==> src/rtl/light_link_arbiter_pkg.sv <==
// Shared types for the lamp-link arbiter: state encoding and round-robin step helper.
// Latency: none (declarations only).
// Backpressure: not applicable.
package light_arb_pkg;

    typedef enum logic [1:0] {
        ARB_IDLE  = 2'd0,
        ARB_APPLY = 2'd1,
        ARB_HOLD  = 2'd2
    } arb_state_t;

    // Next candidate index after idx, wrapping at n.
    function automatic int rr_next_idx(input int idx, input int n);
        return (idx + 1 >= n) ? 0 : idx + 1;
    endfunction

endpackage

==> src/rtl/light_link_arbiter_if.sv <==
// Switch-side bundle of the lamp link: requests/commands in, grant/status out.
// Latency: none (wires only).
// Backpressure: a requester keeps req high until done; gnt is the only flow control.
interface light_link_arbiter_if #(
    parameter int N_REQ = 4
);
    logic [N_REQ-1:0] req;
    logic [N_REQ-1:0] cmd_on;
    logic [N_REQ-1:0] gnt;
    logic             done;
    logic             on_off;
    logic             busy;
    logic             auto_off;

    modport master (output req, cmd_on, input gnt, done, on_off, busy, auto_off);
    modport slave  (input req, cmd_on, output gnt, done, on_off, busy, auto_off);
endinterface

==> src/rtl/light_link_arbiter_rr_pick.sv <==
// Combinational round-robin picker: first active request after last, wrapping.
// Latency: 0 cycles.
// Backpressure: none; vld low when no request is active.
module light_arb_rr_pick
    import light_arb_pkg::*;
#(
    parameter int N_REQ = 4,
    parameter int IDX_W = $clog2(N_REQ)
) (
    input  logic [N_REQ-1:0] req,
    input  logic [IDX_W-1:0] last,
    output logic [IDX_W-1:0] win,
    output logic             vld
);
    int               idx;
    logic [IDX_W-1:0] cand;

    always_comb begin
        win  = '0;
        vld  = 1'b0;
        idx  = int'(last);
        cand = '0;
        for (int k = 0; k < N_REQ; k++) begin
            idx  = rr_next_idx(idx, N_REQ);
            cand = IDX_W'(idx);
            if (!vld && req[cand]) begin
                vld = 1'b1;
                win = cand;
            end
        end
    end
endmodule

==> src/rtl/light_link_arbiter.sv <==
// Round-robin owner of the lamp on_off line; optional idle auto-off (LIGHT_LINK_ARB_AUTO_OFF_EN).
// Latency: gnt 1 cycle after req, on_off 2, done 2+HOLD_CYC; all outputs registered.
// Backpressure: losers wait unacknowledged until the next IDLE; dropping req mid-hold aborts.
module light_link_arbiter
    import light_arb_pkg::*;
#(
    parameter int N_REQ        = 4,
    parameter int HOLD_CYC     = 4,
    parameter int AUTO_OFF_CYC = 16
) (
    input logic                  clk,
    input logic                  rst,
    light_link_arbiter_if.slave  lnk
);
    localparam int IDX_W = $clog2(N_REQ);
    localparam int HCW   = (HOLD_CYC > 1) ? $clog2(HOLD_CYC) : 1;
    localparam int ACW   = $clog2(AUTO_OFF_CYC + 1);

    if (N_REQ < 2 || HOLD_CYC < 1 || AUTO_OFF_CYC < 1) begin : g_param_check
        $error("light_link_arbiter: illegal parameter value");
    end

    arb_state_t       st, st_nxt;
    logic [N_REQ-1:0] gnt_q, gnt_nxt;
    logic [IDX_W-1:0] win_q, win_nxt, last_q, last_nxt, pick_idx;
    logic [HCW-1:0]   hold_q, hold_nxt;
    logic             done_q, done_nxt, on_q, on_nxt, auto_q, auto_nxt, pick_vld;
    logic [ACW-1:0]   idle_q, idle_nxt;

    light_arb_rr_pick #(.N_REQ(N_REQ), .IDX_W(IDX_W)) u_pick (
        .req  (lnk.req),
        .last (last_q),
        .win  (pick_idx),
        .vld  (pick_vld)
    );

    always_ff @(posedge clk) begin
        if (rst) begin
            st     <= ARB_IDLE;
            gnt_q  <= '0;
            win_q  <= '0;
            last_q <= IDX_W'(N_REQ - 1);
            hold_q <= '0;
            done_q <= 1'b0;
            on_q   <= 1'b0;
            auto_q <= 1'b0;
            idle_q <= '0;
        end else begin
            st     <= st_nxt;
            gnt_q  <= gnt_nxt;
            win_q  <= win_nxt;
            last_q <= last_nxt;
            hold_q <= hold_nxt;
            done_q <= done_nxt;
            on_q   <= on_nxt;
            auto_q <= auto_nxt;
            idle_q <= idle_nxt;
        end
    end

    always_comb begin
        st_nxt   = st;
        gnt_nxt  = gnt_q;
        win_nxt  = win_q;
        last_nxt = last_q;
        hold_nxt = hold_q;
        done_nxt = 1'b0;
        on_nxt   = on_q;
        auto_nxt = 1'b0;
        idle_nxt = '0;
        case (st)
            ARB_IDLE: begin
                if (pick_vld) begin
                    gnt_nxt           = '0;
                    gnt_nxt[pick_idx] = 1'b1;
                    win_nxt           = pick_idx;
                    st_nxt            = ARB_APPLY;
                end
            end
            ARB_APPLY: begin
                on_nxt   = lnk.cmd_on[win_q];
                hold_nxt = HCW'(HOLD_CYC - 1);
                st_nxt   = ARB_HOLD;
            end
            ARB_HOLD: begin
                // Abort takes priority over normal completion: no done pulse.
                if (!lnk.req[win_q]) begin
                    gnt_nxt  = '0;
                    last_nxt = win_q;
                    st_nxt   = ARB_IDLE;
                end else if (hold_q == '0) begin
                    done_nxt = 1'b1;
                    gnt_nxt  = '0;
                    last_nxt = win_q;
                    st_nxt   = ARB_IDLE;
                end else begin
                    hold_nxt = hold_q - HCW'(1);
                end
            end
            default: begin
                gnt_nxt = '0;
                st_nxt  = ARB_IDLE;
            end
        endcase
`ifdef LIGHT_LINK_ARB_AUTO_OFF_EN
        // A request on the timeout edge keeps req nonzero, so the grant wins.
        if (st == ARB_IDLE && on_q && lnk.req == '0) begin
            if (idle_q == ACW'(AUTO_OFF_CYC - 1)) begin
                on_nxt   = 1'b0;
                auto_nxt = 1'b1;
            end else begin
                idle_nxt = idle_q + ACW'(1);
            end
        end
`endif
    end

    assign lnk.gnt      = gnt_q;
    assign lnk.done     = done_q;
    assign lnk.on_off   = on_q;
    assign lnk.busy     = (st != ARB_IDLE);
    assign lnk.auto_off = auto_q;
endmodule
==> src/flat_wrapper.sv <==
// flat-port wrapper written by rule: the top's interface ports become plain ports
module light_link_arbiter_flat import light_arb_pkg::*;
#(
    parameter int N_REQ        = 4,
    parameter int HOLD_CYC     = 4,
    parameter int AUTO_OFF_CYC = 16
)
  (clk, rst, lnk_req, lnk_cmd_on, lnk_gnt, lnk_done, lnk_on_off, lnk_busy, lnk_auto_off);
  light_link_arbiter_if #(.N_REQ(N_REQ)) lnk_i ();
  input logic clk;
  input logic rst;
  input wire logic [$bits(lnk_i.req)-1:0] lnk_req;
  input wire logic [$bits(lnk_i.cmd_on)-1:0] lnk_cmd_on;
  output wire logic [$bits(lnk_i.gnt)-1:0] lnk_gnt;
  output wire logic [$bits(lnk_i.done)-1:0] lnk_done;
  output wire logic [$bits(lnk_i.on_off)-1:0] lnk_on_off;
  output wire logic [$bits(lnk_i.busy)-1:0] lnk_busy;
  output wire logic [$bits(lnk_i.auto_off)-1:0] lnk_auto_off;
  assign lnk_i.req = lnk_req;
  assign lnk_i.cmd_on = lnk_cmd_on;
  assign lnk_gnt = lnk_i.gnt;
  assign lnk_done = lnk_i.done;
  assign lnk_on_off = lnk_i.on_off;
  assign lnk_busy = lnk_i.busy;
  assign lnk_auto_off = lnk_i.auto_off;
  light_link_arbiter #(.N_REQ(N_REQ), .HOLD_CYC(HOLD_CYC), .AUTO_OFF_CYC(AUTO_OFF_CYC)) u_core (.clk(clk), .rst(rst), .lnk(lnk_i));
endmodule
==> config.mk <==
export PLATFORM = sky130hd
export DESIGN_NAME = light_link_arbiter_flat
export DESIGN_NICKNAME = d
export VERILOG_FILES = /design/src/rtl/light_link_arbiter_pkg.sv /design/src/rtl/light_link_arbiter_if.sv /design/src/rtl/light_link_arbiter_rr_pick.sv /design/src/rtl/light_link_arbiter.sv /design/src/flat_wrapper.sv
export SDC_FILE = /design/constraint.sdc
export NUM_CORES = 1
export LEC_CHECK = 0
export ABC_AREA = 0
export CORE_UTILIZATION = 30
export CTS_BUF_LIST = sky130_fd_sc_hd__clkbuf_8 sky130_fd_sc_hd__clkbuf_16
export CTS_CLUSTER_SIZE = 16
export DETAILED_ROUTE_END_ITERATION = 10
export PLACE_DENSITY = 0.6
export SKIP_CTS_REPAIR_TIMING = 1
export SLEW_MARGIN = 0
export SYNTH_ARGS = -nofsm -noshare
export SYNTH_HDL_FRONTEND = slang
export SYNTH_HIERARCHICAL = 1
export SYNTH_SLANG_ARGS = --single-unit
==> constraint.sdc <==
create_clock -name clk -period 3.2 [get_ports clk]
set_clock_uncertainty 0.1 [all_clocks]
set_input_delay 0.64 -clock clk [delete_from_list [all_inputs] [get_ports clk]]
set_output_delay 0.64 -clock clk [all_outputs]
set_load 0.005 [all_outputs]
==> metrics.md <==
| Metric | Value |
|---|---|
| Worst-path clk slew | `60 ps` |
| CP bufs+invs | `3` |
| Leakage power | `0.5807 nW` |
| DR pass1 iterations | `4` |
| Post-Syn Instances | `142` |
| All-Layer GR Usage | `13.93%` |
| Clock root cell | `clkbuf_8` |
| Layout cells sized above 1 | `19.63%` |
| Power Density | `449.2 mW/mm^2` |
| Die area | `0.004424 mm^2` |
| ANT nets after route | `0` |
| H-tree depth | `1` |
| Tcrit/Tclk final | `90.14%` |
| CP top delay family | `simple AND/OR/NAND/NOR gates` |
| CP Cell Sequence | `clkdlybuf4s50_1, buf_4, or3b_2, a21o_1, a211oi_1, o32ai_1, buf_4, or3_1, a31oi_1` |
| Routed WL | `2906 um` |
| FMAX | `0.3467 GHz` |
| Post-synth cell types | `53` |
| Starting Density | `31.22%` |
| Rel. slew slack | `62.72%` |
| Critical Path Max Stage Delay | `480 ps` |
| Worst hold start | `u_core/lnk.on_off$_SDFFE_PP0P_` |
| Post-synth EDFFs | `0` |
| Area contributors post-synth | `dfxtp_1, ha_1, mux2i_1` |
| Core Rows | `23` |
| CP max-delay cell | `clkdlybuf4s50_1` |
| Avg Cell Area, Syn | `8.794 um^2` |
| TritonCTS Buffers | `3` |
| Final setup TNS | `0 ps` |
| Detailed placer's ending HPWL | `2189 um` |
| Setup-failing EPs final | `0` |
| FF+latch count, synth | `14` |
| Max_cap viols | `0` |
| Most frequent cells in the layout | `clkdlybuf4s50_1, dfxtp_1, nor2_1` |
| RSZ-0062 raised after global routing | `false` |
| Layout Nets | `182` |
| FF-to-FF End | `u_core/lnk.gnt[1]$_SDFFE_PP0P_` |
| Final Non-Filler Cells | `213` |
| WP data required | `3280 ps` |
| Post-Syn Area | `0.001249 mm^2` |
| DR vias/cell | `5.296` |
| Final instance area | `0.001555 mm^2` |
| Commonest non-fill, non-tap cell in the layout | `clkdlybuf4s50_1` |
| Setup crit end kind | `flip-flop` |
| Placed inst area | `0.001500 mm^2` |
| Crit path time final | `2885 ps` |
| Leading area contributor after synthesis | `dfxtp_1` |
| N_diodes | `0` |
| Worst-case vdd ir drop | `0.0002291 V` |
| Setup ws final | `315.4 ps` |
| Wirelength per Cell | `13.64 um` |
| Pre-CTS setup slack | `77.77 ps` |
| CP max FO | `7` |
| Clk Latency, worst-skew pair | `240 ps` |
| Final Hold Fails | `0` |
| Area added between synthesis and finish | `24.55%` |
| TritonCTS clock tree | `done` |
| Number of global-route vias before repair | `1069` |
| Grt ovf | `0` |
| Starting DRT DRC Count | `87` |
| Hold Path End | `u_core/lnk.on_off$_SDFFE_PP0P_` |
| Sink Count | `14` |
| Critical R2R Launch | `u_core/last_q[1]$_SDFFE_PP1P_` |
| Status | `finished clean` |
| Kind of critical path | `input pin to flip-flop` |
| Placed cells | `209` |
| Top cell type's share of synthesized area | `22.44%` |
| Arr. time, crit path | `2960 ps` |
| Gpl congestion | `0.8988` |
| CTS max path bufs | `2` |
| Worst R2R Setup Slack | `430 ps` |
| Largest net degree at the start of global routing | `16` |
| I/O Buffers | `16` |
| Ys async rst share | `0%` |
| Routed vias | `1128` |
| DRC | `0` |
| First-pass GRT wire length | `4747 um` |
| Final core utilization | `38.88%` |
| Seq/Total Area, Yosys | `22.44%` |
| Most common flop cell mapped by yosys | `dfxtp_1` |
| Startpoint Class | `input pin` |
| Mapped Nets | `160` |
| Worst-Margin Slew | `557.1 ps` |
| FF-to-FF path depth | `9` |
| Initial antenna violation count | `0` |
| Max-slew violations | `0` |
| Most common cell on crit path | `buf_4` |
| Core Box Area | `0.004000 mm^2` |
| Ports | `18` |
| Die height | `66.52 um` |
| Worst Hold Class | `flip-flop to flip-flop` |
| Synth Warn # | `6` |
| Overall die width | `66.52 um` |
| WHS Path Cells | `2` |
## report_power, final
group	switching, W	internal (W)
Combinational	0.000142	0.000157
Sequential	0.0000303	0.000196
Clock	0.0000649	0.000109
Total	0.000237	0.000462
## flip-flops by register name, summed over array words and instances, names as in the netlist
register	cells
u_core/lnk.gnt	4
u_core/hold_q	2
u_core/last_q	2
u_core/st	2
u_core/win_q	2
u_core/lnk.done	1
u_core/lnk.on_off	1
## kinds of logic (layout without fill, tap and decap cells)
| family | after synthesis | in the layout | synth area share (%) |
|---|---|---|---|
| compound gates | 42 | 42 | 29.06 |
| fa+ha+maj | 8 | 8 | 8.016 |
| buf+inv | 16 | 37 | 5.511 |
| flops | 14 | 14 | 22.44 |
| mux | 11 | 11 | 11.52 |
| other cells | 1 | 1 | 0.3003 |
| simple gates | 50 | 50 | 23.15 |
## stage by stage
stage	total power [W]	hold WS (ps)
global placement	0.0005186	349.3
finish	0.0006986	366.3
global route	0.0007473	376.9
floorplan	0.0004362	351.0
CTS	0.0007042	364.6
detailed placement	0.0005270	354.3
## synth_stat cells (all sizes together) (2+ instances only)
| master | instances |
|---|---|
| a31oi | 3 |
| o21ba | 3 |
| or3b | 2 |
| mux2 | 5 |
| o211ai | 2 |
| nor2 | 12 |
| buf | 4 |
| nand2b | 8 |
| nand4 | 2 |
| mux2i | 5 |
| clkbuf | 4 |
| a221o | 2 |
| nor3 | 2 |
| inv | 8 |
| ha | 8 |
| dfxtp | 14 |
| o21bai | 2 |
| or2 | 2 |
| nand3b | 3 |
| nand3 | 3 |
| a311oi | 3 |
| a2111oi | 2 |
| a21oi | 6 |
| o21ai | 2 |
| a211oi | 2 |
| a211o | 2 |
| o21a | 3 |
| nor2b | 2 |
| nand2 | 8 |
## worst max path at each step
stage | from | to | slack [ps] | depth (start not counted)
floorplan | u_core/last_q[0]$_SDFFE_PP1P_ | u_core/lnk.gnt[1]$_SDFFE_PP0P_ | 200 | 10
global placement | lnk_req[0] | u_core/lnk.gnt[1]$_SDFFE_PP0P_ | 120 | 8
detailed placement | lnk_req[0] | u_core/lnk.gnt[1]$_SDFFE_PP0P_ | 80 | 8
CTS | lnk_req[0] | u_core/lnk.gnt[1]$_SDFFE_PP0P_ | 320 | 8
global route | lnk_req[1] | u_core/lnk.gnt[1]$_SDFFE_PP0P_ | 190 | 9
finish | lnk_req[1] | u_core/lnk.gnt[1]$_SDFFE_PP0P_ | 320 | 9
## worst register-to-register path, delay by kind of cell, from the launching register on
kind,cells,cell delay [ps]
simple gates,3,1000
buf+inv,2,190
flops,1,410
compound gates,3,780
fa+ha+maj,1,210
## cell type report
type                    instances  area (um^2)
fillers                       419         2445
multi-input cells             112        899.6
flip-flops and latches         14        280.3
repair buffers                 25        227.7
well taps                      50        62.56
clock buffers                   4        55.05
inverters                       8        30.03
## routing by layer
layer | wire [um] | GRT usage (%)
met2 | 1434 | 24.23
met1 | 1391 | 17.60
met5 | 0 | 0
met4 | 12 | 4.521
met3 | 69 | 1.712
Power figures use the tool's default switching activity.
